$ cat config.mk
export PLATFORM = sky130hd
export DESIGN_NAME = mmio_uart_tx
export DESIGN_NICKNAME = d
export VERILOG_FILES = /design/src/rtl/mmio_uart_tx_pkg.sv /design/src/rtl/mmio_uart_tx_sync_fifo.sv /design/src/rtl/mmio_uart_tx.sv
export SDC_FILE = /design/constraint.sdc
export NUM_CORES = 1
export LEC_CHECK = 0
export CAP_MARGIN = 20
export CORE_ASPECT_RATIO = 0.6
export CORE_MARGIN = 3
export CORE_UTILIZATION = 25
export DETAILED_ROUTE_END_ITERATION = 8
export GPL_TIMING_DRIVEN = 0
export SYNTH_ARGS = -nofsm -noshare
export SYNTH_HDL_FRONTEND = slang
export SYNTH_SLANG_ARGS = --single-unit
$ cat constraint.sdc
create_clock -name clk -period 4.2 [get_ports clk]
set_input_delay 1.05 -clock clk [delete_from_list [all_inputs] [get_ports clk]]
set_output_delay 1.05 -clock clk [all_outputs]
set_load 0.05 [all_outputs]
$ cat src/rtl/mmio_uart_tx_pkg.sv
// Shared defines for the memory-mapped UART transmitter: register map,
// STATUS bit positions, FSM encodings and the bus request bundle.
package mmio_uart_tx_pkg;

    // Register offsets, selected by addr[3:2]
    localparam logic [1:0] OFF_TXDATA  = 2'd0;
    localparam logic [1:0] OFF_STATUS  = 2'd1;
    localparam logic [1:0] OFF_DIVISOR = 2'd2;

    // STATUS register bit positions
    localparam int ST_BUSY    = 0;
    localparam int ST_FULL    = 1;
    localparam int ST_EMPTY   = 2;
    localparam int ST_OVF     = 3;
    localparam int ST_CNT_LSB = 4;
    localparam int ST_CNT_W   = 5;

    typedef enum logic [1:0] {
        S_IDLE  = 2'd0,
        S_START = 2'd1,
        S_DATA  = 2'd2,
        S_STOP  = 2'd3
    } tx_state_e;

    // One data-port access as seen by the peripheral
    typedef struct packed {
        logic        hit;
        logic [1:0]  off;
        logic [1:0]  we;
        logic [15:0] wdata;
    } bus_req_t;

    // A zero divisor behaves as one clock per bit
    function automatic logic [15:0] div_eff(input logic [15:0] d);
        return (d == 16'd0) ? 16'd1 : d;
    endfunction

endpackage

$ cat src/rtl/mmio_uart_tx_sync_fifo.sv
// Small synchronous circular-buffer FIFO with occupancy count.
// A pop is honoured only when non-empty; a push when full is accepted only
// if a pop happens on the same edge.
module sync_fifo #(
    parameter int WIDTH = 8,
    parameter int DEPTH = 4
) (
    input  logic                       clk,
    input  logic                       reset,
    input  logic                       push,
    input  logic                       pop,
    input  logic [WIDTH-1:0]           wdata,
    output logic [WIDTH-1:0]           rdata,
    output logic                       full,
    output logic                       empty,
    output logic [$clog2(DEPTH):0]     count
);

    localparam int AW = $clog2(DEPTH);
    localparam int CW = AW + 1;

    logic [WIDTH-1:0] mem [DEPTH];
    logic [AW-1:0]    wr_ptr, rd_ptr;
    logic [CW-1:0]    cnt;
    logic             do_push, do_pop;

    assign full    = (cnt == CW'(DEPTH));
    assign empty   = (cnt == '0);
    assign count   = cnt;
    assign rdata   = mem[rd_ptr];
    assign do_pop  = pop && !empty;
    assign do_push = push && (!full || do_pop);

    // Storage array; contents are don't-care while the count says empty
    always_ff @(posedge clk) begin
        if (do_push) mem[wr_ptr] <= wdata;
    end

    // Pointers wrap naturally because DEPTH is a power of two
    always_ff @(posedge clk or negedge reset) begin
        if (!reset) begin
            wr_ptr <= '0;
            rd_ptr <= '0;
            cnt    <= '0;
        end else begin
            if (do_push) wr_ptr <= wr_ptr + 1'b1;
            if (do_pop)  rd_ptr <= rd_ptr + 1'b1;
            case ({do_push, do_pop})
                2'b10:   cnt <= cnt + 1'b1;
                2'b01:   cnt <= cnt - 1'b1;
                default: cnt <= cnt;
            endcase
        end
    end

endmodule

$ cat src/rtl/mmio_uart_tx.sv
// Memory-mapped 8N1 UART transmitter on the core data port. Register reads
// come back one cycle later, matching the data memory, so the core's load
// mux can pick dout whenever hit_q is set.
module mmio_uart_tx
    import mmio_uart_tx_pkg::*;
#(
    parameter logic [31:0] BASE_ADDR  = 32'h0001_0000,
    parameter int          FIFO_DEPTH = 4,
    parameter logic [15:0] DIV_RESET  = 16'd868
) (
    input  logic        clk,
    input  logic        reset,
    input  logic [31:0] addr,
    input  logic [31:0] din,
    input  logic [3:0]  mem_we,
    output logic [31:0] dout,
    output logic        hit_q,
    output logic        txd,
    output logic        irq
);

    localparam int CW = $clog2(FIFO_DEPTH) + 1;

    bus_req_t   req;
    tx_state_e  state, state_d;
    logic [15:0] divisor, baud_cnt, cnt_d;
    logic [7:0]  shift, shift_d;
    logic [2:0]  bit_idx, idx_d;
    logic        bit_end, pop, ovf;
    logic        wr_tx, clr_ovf;
    logic [7:0]  fifo_rdata;
    logic        fifo_full, fifo_empty;
    logic [CW-1:0] fifo_count;
    logic [31:0] status_w, rd_data;
    logic        unused_bits;

    // Byte lanes above the divisor width and the word offset never matter here
    assign unused_bits = ^{din[31:16], addr[1:0], mem_we[3:2]};

    // Decode the current access into a compact request
    always_comb begin
        req       = '0;
        req.hit   = (addr[31:4] == BASE_ADDR[31:4]);
        req.off   = addr[3:2];
        req.we    = mem_we[1:0];
        req.wdata = din[15:0];
    end

    assign wr_tx   = req.hit && (req.off == OFF_TXDATA) && req.we[0];
    assign clr_ovf = req.hit && (req.off == OFF_STATUS) && req.we[0];

    sync_fifo #(
        .WIDTH (8),
        .DEPTH (FIFO_DEPTH)
    ) u_fifo (
        .clk   (clk),
        .reset (reset),
        .push  (wr_tx),
        .pop   (pop),
        .wdata (req.wdata[7:0]),
        .rdata (fifo_rdata),
        .full  (fifo_full),
        .empty (fifo_empty),
        .count (fifo_count)
    );

    // The divisor is sampled live, so a mid-frame write applies at the next
    // comparison; shrinking it below the running count lets the counter wrap.
    assign bit_end = (baud_cnt == div_eff(divisor) - 16'd1);
    assign irq     = fifo_empty && (state == S_IDLE);

    // Next-state and serial output; txd is decoded from state so reset
    // forces the line high without waiting for a clock edge.
    always_comb begin
        state_d = state;
        cnt_d   = baud_cnt;
        shift_d = shift;
        idx_d   = bit_idx;
        pop     = 1'b0;
        txd     = 1'b1;
        case (state)
            S_IDLE: begin
                if (!fifo_empty) begin
                    pop     = 1'b1;
                    shift_d = fifo_rdata;
                    cnt_d   = '0;
                    state_d = S_START;
                end
            end
            S_START: begin
                txd = 1'b0;
                if (bit_end) begin
                    cnt_d   = '0;
                    idx_d   = '0;
                    state_d = S_DATA;
                end else begin
                    cnt_d = baud_cnt + 16'd1;
                end
            end
            S_DATA: begin
                txd = shift[0];
                if (bit_end) begin
                    cnt_d   = '0;
                    shift_d = {1'b0, shift[7:1]};
                    idx_d   = bit_idx + 3'd1;
                    if (bit_idx == 3'd7) state_d = S_STOP;
                end else begin
                    cnt_d = baud_cnt + 16'd1;
                end
            end
            S_STOP: begin
                if (bit_end) begin
                    cnt_d   = '0;
                    state_d = S_IDLE;
                end else begin
                    cnt_d = baud_cnt + 16'd1;
                end
            end
            default: state_d = S_IDLE;
        endcase
    end

    // Transmitter state registers
    always_ff @(posedge clk or negedge reset) begin
        if (!reset) begin
            state    <= S_IDLE;
            baud_cnt <= '0;
            shift    <= '0;
            bit_idx  <= '0;
        end else begin
            state    <= state_d;
            baud_cnt <= cnt_d;
            shift    <= shift_d;
            bit_idx  <= idx_d;
        end
    end

    // STATUS snapshot and read mux for the current address
    always_comb begin
        status_w = '0;
        status_w[ST_BUSY]  = (state != S_IDLE);
        status_w[ST_FULL]  = fifo_full;
        status_w[ST_EMPTY] = fifo_empty;
        status_w[ST_OVF]   = ovf;
        status_w[ST_CNT_LSB +: ST_CNT_W] = ST_CNT_W'(fifo_count);
        case (req.off)
            OFF_STATUS:  rd_data = status_w;
            OFF_DIVISOR: rd_data = {16'h0, divisor};
            default:     rd_data = '0;
        endcase
    end

    // Control registers and the one-cycle registered read port
    always_ff @(posedge clk or negedge reset) begin
        if (!reset) begin
            divisor <= DIV_RESET;
            ovf     <= 1'b0;
            dout    <= '0;
            hit_q   <= 1'b0;
        end else begin
            if (req.hit && (req.off == OFF_DIVISOR)) begin
                if (req.we[0]) divisor[7:0]  <= req.wdata[7:0];
                if (req.we[1]) divisor[15:8] <= req.wdata[15:8];
            end
            if (wr_tx && fifo_full && !pop) ovf <= 1'b1;
            else if (clr_ovf)               ovf <= 1'b0;
            dout  <= req.hit ? rd_data : '0;
            hit_q <= req.hit;
        end
    end

endmodule

; ---- Word level (Yosys, flattened, before mapping)
; Memory sizes are Yosys's and may differ from the RTL's.
; Cells that the tools add are included.
[word_totals]
ram_bits = 32
out_inout_bits = 35
n_memories = 1
inputBits = 70
ff_bits = 86
[mem_list]
columns = memory, words, width, read_ports, rd_ports_with_merged_regs, write_ports, line
row1 = u_fifo.mem, 4, 8, 1, 0, 1, mmio_uart_tx_sync_fifo.sv:22  ; logic [WIDTH-1:0] mem [DEPTH];
[op_classes]
n_addsub = 7
eq_ne = 16
n_reduce_logical = 29
muxes = 26
[ops]
columns = op, n
row1 = case mux 16 bit (2 select lines), 2
row2 = two-way mux 16 bit, 3
row3 = two-way mux 32 bit, 1
row4 = "== test 28 x 13 -> 1 bit, second input constant", 1
row5 = "adder 16 x 1 -> 16 bit, second input constant", 1
row6 = == test 16 bit, 1
row7 = zero test 16 bit, 1
row8 = two-way mux 8 bit, 2
row9 = case mux 8 bit (2 select lines), 1
row10 = "subtractor 16 x 1 -> 16 bit, second input constant", 1
row11 = case mux 3 bit (2 select lines), 2
row12 = logical AND 1 bit, 10
row13 = two-way mux 2 bit, 5
row14 = "inequality test 2 bit, second input constant", 5
row15 = nonzero test 2 bit, 5
row16 = "== test 2 bit, second input constant", 4
row17 = case mux 2 bit (4 select lines), 1
row18 = "adder 3 x 1 -> 3 bit, second input constant", 2
row19 = "== test 2 x 1 -> 1 bit, second input constant", 3
row20 = "== test 3 bit, second input constant", 2
row21 = two-way mux 1 bit, 6
row22 = two-way mux 3 bit, 2
row23 = AND reduction 3 bit, 2
row24 = AND reduction 5 bit, 1
row25 = other kinds (9), 14

; ---- Longest topological paths before layout
; Gate-level depths: netlist of run 1.
[depth]
ltp_word = 8
ltp_mapped = 15
ltp_nobuf = 13

; ---- By module
; From an unflattened synthesis of run 1, not the netlist that was laid out.
[hier_totals]
hier_cells = 503
area_unflattened_um2 = 5637.9
[by_module_without_submodules]
columns = module, instances, area_each_um2, seq_area_each_um2, cells_per_inst
row1 = mmio_uart_tx, 1, 3960.0, 1582.8, 407
row2 = sync_fifo, 1, 1677.9, 1136.1, 96

; ---- Worst setup path after synthesis of run 1
; No wires, ideal clock.
[synth_path]
path_kind = register -> register
startpoint = reg divisor[8]
endpoint = reg shift[1]
slack_ps = 488
required_time_ps = 4075
n_path_buf = 1
setup_time_ps = 125
arrival_ps = 3587
period_less_slack_ps = 3712
stages_incl_launch_ff = 15
cell_sequence = dfstp_2 > clkbuf_1 > nor3_1 > nand3_1 > nor2_1 > nor2_1 > ha_1 > or3b_4 > or4_1 > a211oi_2 > a311oi_1 > nor4_4 > nand3_2 > a21oi_4 > mux2_4
[synth_between]
elab_chain_cells = 6
[synth_rtl]
columns = item, line
row1 = "start, declared", mmio_uart_tx.sv:26  ; logic [15:0] divisor, baud_cnt, cnt_d;
row2 = "start signal, assigned", mmio_uart_tx.sv:163  ; if (req.we[1]) divisor[15:8] <= req.wdata[15:8];
row3 = zero test 16 bit, mmio_uart_tx_pkg.sv:35  ; return (d == 16'd0) ? 16'd1 : d;
row4 = two-way mux 16 bit (*), mmio_uart_tx_pkg.sv:35
row5 = subtractor 16 x 1 -> 16 bit (*), mmio_uart_tx.sv:69  ; assign bit_end = (baud_cnt == div_eff(divisor) - 16'd1);
row6 = == test 16 bit (*), mmio_uart_tx.sv:69
row7 = inequality test 2 bit (no source line) (*), --
row8 = AND reduction 3 bit (no source line) (*), --
row9 = "end signal, assigned", mmio_uart_tx.sv:133  ; shift <= shift_d;
row10 = "end, declared", mmio_uart_tx.sv:27  ; logic [7:0] shift, shift_d;
; Mark *: on every way between the ends. The rest lies on a longest branch, timed or not.
; A chain may end at the register's enable or synchronous reset.

; ---- Worst setup path in the final report of run 1
[layout_path]
startpoint = reg divisor[6]
endpoint = reg shift[2]
; The elaborated chain is that of the path after synthesis.

==> results of run 1 <==
## routing by layer
layer	GRT usage (%)	vias to the layer above	part of all wire (%)
met2	15.0	129	38
met3	4.72	6	9.6
met1	17.6	1888	52
met5	0	-	0
li1	-	1866	-
met4	2.14	0	0.67
## synth_stat cells, types with 9 or more instances
library cell | count | area (sq um)
a21o_1 | 12 | 90.1
and3_1 | 20 | 125
buf_4 | 16 | 120
clkbuf_1 | 16 | 60.1
dfrtp_1 | 65 | 1630
edfxtp_1 | 32 | 961
ha_1 | 17 | 213
inv_1 | 21 | 78.8
mux2_2 | 14 | 158
nand2_1 | 39 | 146
nand3_1 | 9 | 45.0
nor2_1 | 29 | 109
nor3b_1 | 11 | 82.6
nor4_1 | 14 | 87.6
o21ai_0 | 18 | 90.1
o21ai_1 | 13 | 65.1
xnor2_1 | 12 | 105
xor2_1 | 11 | 96.3
## cells in the final DEF, fill, tap and decap left out, types with 11 or more instances in the layout
cell and instances:
nor4_1 12, nor3b_1 11, nand2_1 39, clkbuf_1 16, xnor2_1 12, inv_1 21
and3_1 20, conb_1 16, dfrtp_1 65, ha_1 17, mux2_2 14, buf_4 17
edfxtp_1 32, o21ai_0 18, xor2_1 11, o21ai_1 13, a21o_1 12, clkdlybuf4s50_1 67
nor2_1 29
## flip-flops by register name, summed over array words and instances (netlist names)
name and count:
state 2, dout 16, hit_q 1, divisor 16
bit_idx 3, ovf 1, u_fifo.rd_ptr 2, baud_cnt 16
shift 8, u_fifo.wr_ptr 2, u_fifo.count 3, u_fifo.mem 32
## per-stage QoR
step	cells	hold slack, ns
2_1_floorplan	488	0.447
3_3_place_gp	829	0.471
3_5_place_dp	830	0.475
4_1_cts	846	0.488
5_1_grt	846	0.516
6_report	846	0.479
## cell type report
| cell class | count | area (sq um) | share of cell area, % |
|---|---|---|---|
| multi-input combinational | 326 | 2410 | 35.4 |
| clock buffer | 10 | 229 | 3.36 |
| inverter | 23 | 86.3 | 1.27 |
| buffer | 36 | 206 | 3.03 |
| timing repair buffer | 70 | 718 | 10.5 |
| clock inverter | 6 | 100 | 1.47 |
| tap | 273 | 342 | 5.01 |
| sequential | 102 | 2720 | 39.9 |
## worst max-delay path by stage
stage	startpoint	endpoint	slack, ns
2_1_floorplan	divisor[8]	shift[1]	0.49
3_3_place_gp	reset	dout[0]	-0.51
3_5_place_dp	divisor[8]	shift[2]	-0.20
4_1_cts	divisor[3]	shift[2]	0.07
5_1_grt	divisor[6]	shift[2]	0.04
6_report	divisor[6]	shift[2]	0.17
## kinds of logic after synthesis
| logic type | synth area share (%) |
|---|---|
| AND/OR/NAND/NOR | 16.3 |
| flip-flops | 50.9 |
| AO/OA/AOI/OAI | 9.76 |
| adder cells (fa/ha/maj) | 4.35 |
| buffers and inverters | 5.55 |
| other | 0.0702 |
| XOR/XNOR | 3.77 |
| multiplexers | 9.34 |
## where the power goes
part | switching, uW | internal, uW | total, uW
clock | 392 | 535 | 927
combinational | 81.5 | 88.0 | 169
sequential | 17.5 | 1050 | 1070
total | 491 | 1680 | 2170
## worst max-delay path: stages (launching register included)
cell      delay, ns
dfstp_2        0.65
nor4_2         0.11
nand2_1        0.23
nor2_1         0.11
nor2_1         0.11
ha_1           0.19
or3b_4         0.42
or4_1          0.51
a211oi_2       0.24
a311oi_1       0.12
nor4_4         0.37
nand3_4        0.20
a21oi_4        0.20
buf_12         0.15
mux2_4         0.30
## timing repair
action | in CTS | in global routing
setup buffers | 1 | 0
gates resized for setup | 0 | 5
hold buffers | 0 | 0
pin swaps | 1 | 0
endpoints found under the setup margin | 7 | 21
endpoints found under the hold margin | 0 | 0
==> results by group, run 1 <==
STA
  – Endpoints failing hold: 0
  – Fin crit period: between 4 and 5 ns
  – Fmax: roughly 250 MHz
  – RSZ-0062 raised after global routing: no
  – Period utilization: ~96%
  – Transition time at the pin with the least slew margin: 0.852 ns
  – Endpoints failing setup: 0
  – Max-slew headroom: a little over two fifths
  – Max Slew Vio Count: 0
  – Setup TNS Final: 0 ns
  – Final setup margin: about 0.17 ns
  – Layout Skew: about 0.012 ns

Clock tree
  – CTS buffer count: 9
  – Skew-Pair Late Insertion Delay: roughly 0.35 ns
  – CTS tree: yes
  – H-tree levels: 3
  – CTS max path bufs: 2
  – Root Driver: clkbuf_16
  – Clock transition at path regs: 0.08 ns
  – Clk sinks: 102

GRT
  – Vias in the first global route: 3,811
  – Gr ovfl total: 0
  – Initial antenna violation count: 0
  – Largest net degree at the start of global routing: 37
  – Global-route usage over all layers: between 10% and 20%
  – First-pass GRT wire length: 21.2 mm

Run status
  – Status: complete, no violations

Drt
  – DR DRC count: 0
  – DRT antenna net count: 0
  – Post-detailed-route wirelength per cell: between 15 and 20 um
  – Pre-Repair DR Iteration Count: 5
  – Initial DRC Count: around 330
  – Via/cell ratio: around 4.6
  – Routed wire length: about 13 mm
  – Routed vias: between 3,000 and 4,000

Critical path
  – FF-to-FF End: shift[2]
  – Flop2flop setup slack: 0.17 ns
  – Critical path arrival: approximately 4.3 ns
  – Crit Path Max Fanout: 8
  – Crit Reg-Reg Startpoint: divisor[6]
  – Cells on worst reg2reg path: 14
  – Crit path kind: reg -> reg
  – Critical Path RT: 4.43 ns
  – CP Capture Type: flop
  – Worst setup SP type: flop

Place
  – RePlAce Congestion: roughly 0.85
  – Placed cell area: about 6400 sq um
  – Pre-CTS setup slack: -0.203 ns
  – Count of input and output buffers: 68
  – Hpwl dp: slightly below 10 mm

Logic synthesis
  – Synthesized instance count: between 400 and 500
  – Number of flops mapped to enable cells by yosys: 32
  – Avg Synthesized Cell Area: 11.3 sq um
  – Synth Warn #: 0
  – #FFs+latches synth: 102
  – Seq/Total Area, Yosys: roughly half
  – Main flop type after synthesis: dfrtp_1
  – Syn Std Cell Area: between 5000 and 6000 sq um
  – Async SR Flop Fraction: approximately 70%
  – Netlist cell types: 63

Power and ir drop
  – Max VDD drop: 0.000182 V
  – Pwr Density: between 300 and 400 nW/um^2
  – Total power: approximately 2200 uW
  – Leak pwr: 0.00295 uW

Die
  – Core Box Area: between 20,000 and 25,000 sq um
  – Boundary pin count: between 100 and 150
  – Row Count: 40
  – Initial Util: a little over a quarter
  – Die H: about 120 um
  – Die Span X: between 150 and 200 um
  – Die ar.: roughly 23,000 sq um

Job
  – Max_cap viols: 0

Min path
  – Hold Startpoint: bit_idx[0]
  – Hold Path End: bit_idx[0]
  – Hold depth: 1
  – Worst hold-check path type: reg -> reg

Final layout
  – Final core occ: between 30 and 40%
  – Area Overhead vs Synth: 27.5%
  – Inserted Diodes: 0
  – Layout Nets: between 600 and 700
  – Fill cell count: around 2,000
  – Post-route cell area: 6820 sq um
  – Share of cells above drive strength 1: between 10 and 15%
Note: power is estimated with default switching activity, not from simulation.
==> inputs of run 2 (changes only) <==
Settings changed: ABC_AREA set to 1.
==> results by group, run 2 <==
Logic synthesis
  – Seq/Total Area, Yosys: a little under 50%
  – Post-synth top area share: slightly below 30%
  – Syn Std Cell Area: ~5600 sq um
  – Avg Synthesized Cell Area: roughly 8.5 sq um
  – Netlist cell types: 40
  – Number of flops mapped to enable cells by yosys: 32
  – Post-synth top area cell: dfrtp_1
  – Most common cell in the synthesized netlist: nand2_1
  – Synthesized instance count: between 600 and 700
  – Main flop type after synthesis: dfrtp_1
  – Top cells by area, synth: dfrtp_1 (29%), edfxtp_1 (17%), nand2_1 (10%)
  – Synth Warn #: 0
  – Synth top cells by count: nand2_1 (152), nor2_1 (71), inv_1 (69)
  – Async SR Flop Fraction: between 60% and 70%
  – #FFs+latches synth: around 100

Place
  – Pre-CTS setup slack: approximately 0.11 ns
  – Count of input and output buffers: 67
  – Placed cell count: about 1,000
  – RePlAce Congestion: roughly 0.82
  – Hpwl dp: 10.6 mm

Critical path
  – Critical Path RT: 3.15 ns
  – Crit path kind: reg -> out
  – Crit Reg-Reg Startpoint: divisor[5]
  – Crit Path Max Fanout: 9
  – Worst setup SP type: flop
  – CP Launch Point: state[0]
  – Cells on worst reg2reg path: 20
  – CP Capture Type: primary output
  – Critical path arrival: about 2.6 ns

GRT
  – Largest net degree at the start of global routing: between 50 and 60
  – Global-route usage over all layers: between 10% and 20%
  – Initial antenna violation count: 0
  – First-pass GRT wire length: around 22 mm
  – Vias in the first global route: 4,183
  – Gr ovfl total: 0

Drt
  – Routed wire length: 13.6 mm
  – Post-detailed-route wirelength per cell: around 13 um
  – Via/cell ratio: 4.35
  – Initial DRC Count: approximately 310
  – Pre-Repair DR Iteration Count: 5
  – DRT antenna net count: 0
  – DR DRC count: 0
  – Routed vias: roughly 4,500

Die
  – Boundary pin count: about 110
  – Die ar.: 24,200 sq um
  – Die H: approximately 120 um
  – Core Box Area: 21,500 sq um
  – Die Span X: between 150 and 200 um
  – Initial Util: between 20% and 30%
  – Row Count: 41

Final layout
  – Inserted Diodes: 0
  – Commonest non-fill, non-tap cells in the layout: nand2_1 (152), nor2_1 (70), inv_1 (69), dfrtp_1 (65), clkdlybuf4s50_1 (65)
  – Layout Nets: 837
  – Share of cells above drive strength 1: 10.3%
  – Largest reg by FF count: u_fifo.mem
  – Number of flip-flops in the largest register: 32
  – Area Overhead vs Synth: 24.9%
  – Fin cells: 1,033
  – Commonest non-fill, non-tap cell in the layout: nand2_1

STA
  – Layout Skew: approximately 0.013 ns
  – Endpoints failing hold: 0
  – Max-slew headroom: between 40 and 50%
  – Max Slew Vio Count: 0
  – RSZ-0062 raised after global routing: no
  – Fmax: 277 MHz
  – Period utilization: a little under nine tenths
  – Endpoints failing setup: 0
  – Fin crit period: 3.61 ns
  – Transition time at the pin with the least slew margin: 0.819 ns
  – Setup TNS Final: 0 ns
  – Final setup margin: about 0.6 ns

Min path
  – Worst hold-check path type: reg -> reg
  – Hold Startpoint: shift[1]
  – Hold depth: 2

Job
  – Max_cap viols: 0

Clock tree
  – CTS buffer count: 9
  – # Post-CTS Setup Buffers: 0
  – Clk sinks: between 100 and 150
  – Root Driver: clkbuf_16
  – CTS tree: yes
  – Clock transition at path regs: 0.07 ns
  – CTS max path bufs: 2
  – H-tree levels: 3
  – Skew-Pair Late Insertion Delay: roughly 0.35 ns

Power and ir drop
  – Max VDD drop: 0.000206 V
  – Pwr Density: about 340 nW/um^2
  – Leak pwr: between 0.003 and 0.004 uW

Run status
  – Status: complete, no violations
run 2: final cells by class:
type,instances,area [sq um]
fillers,2231,14500
plain buffers,34,213
clock inverters,7,61.3
multi-input cells,463,2450
well taps,279,349
repair buffers,68,698
inverters,71,267
clock buffers,9,225
flip-flops and latches,102,2720
run 2: logic make-up after synthesis:
family | after synthesis | synth area share (%)
AND/OR/NAND/NOR | 331 | 26.9
buffers and inverters | 105 | 8.58
flip-flops | 102 | 48.7
AO/OA/AOI/OAI | 74 | 7.88
XOR/XNOR | 24 | 3.76
adder cells (fa/ha/maj) | 18 | 4.16
other | 1 | 0.0671
run 2: path summary, 6_finish.rpt:
path	endpoint	slack [ns]
setup / recovery	irq	0.59
hold / removal	shift[1]	0.48
setup reg to reg	shift[6]	1.01
hold reg to reg	shift[1]	0.48
max in group asynchronous	divisor[8]	2.99
min in group asynchronous	bit_idx[2]	0.60
run 2: where the power goes:
part           switching, uW  internal, uW  leakage (uW)
combinational            319           171       0.00177
sequential              23.6          1060       0.00124
clock                    394           415      0.000140
run 2: per-layer routing:
metal	part of all wire, %	track usage (%)
met1	55	18.8
met2	37	14.9
met3	7.2	2.99
met4	0.68	2.32
met5	0	0
run 2: worst max-delay path, stage by stage (launching register included):
cell and delay [ns]:
dfrtp_1 0.42, inv_1 0.12, ha_1 0.28, clkinv_1 0.37, nor2_2 0.51, dlymetal6s2s_1 0.51
run 2: repair_timing:
action,in CTS,in global routing
hold buffers,0,0
endpoints found under the setup margin,1,1
resized for setup,1,1
gates cloned,0,0
run 2: stage by stage:
step	instance area (sq um)	total power, uW	utilization (%)	hold WS (ns)
after floorplan	5640	1430	-	0.446
after global placement	6660	1590	31.0	0.463
after detailed placement	6690	1600	31.1	0.463
after CTS	6980	2410	32.5	0.479
after global routing	6980	2510	32.5	0.505
final	6980	2390	32.5	0.477
==> inputs of run 3 (changes only) <==
Settings changed: SKIP_LAST_GASP set to 1.
==> results of run 3 <==
The final DEF is identical to that of run 2; final timing and power are the same.
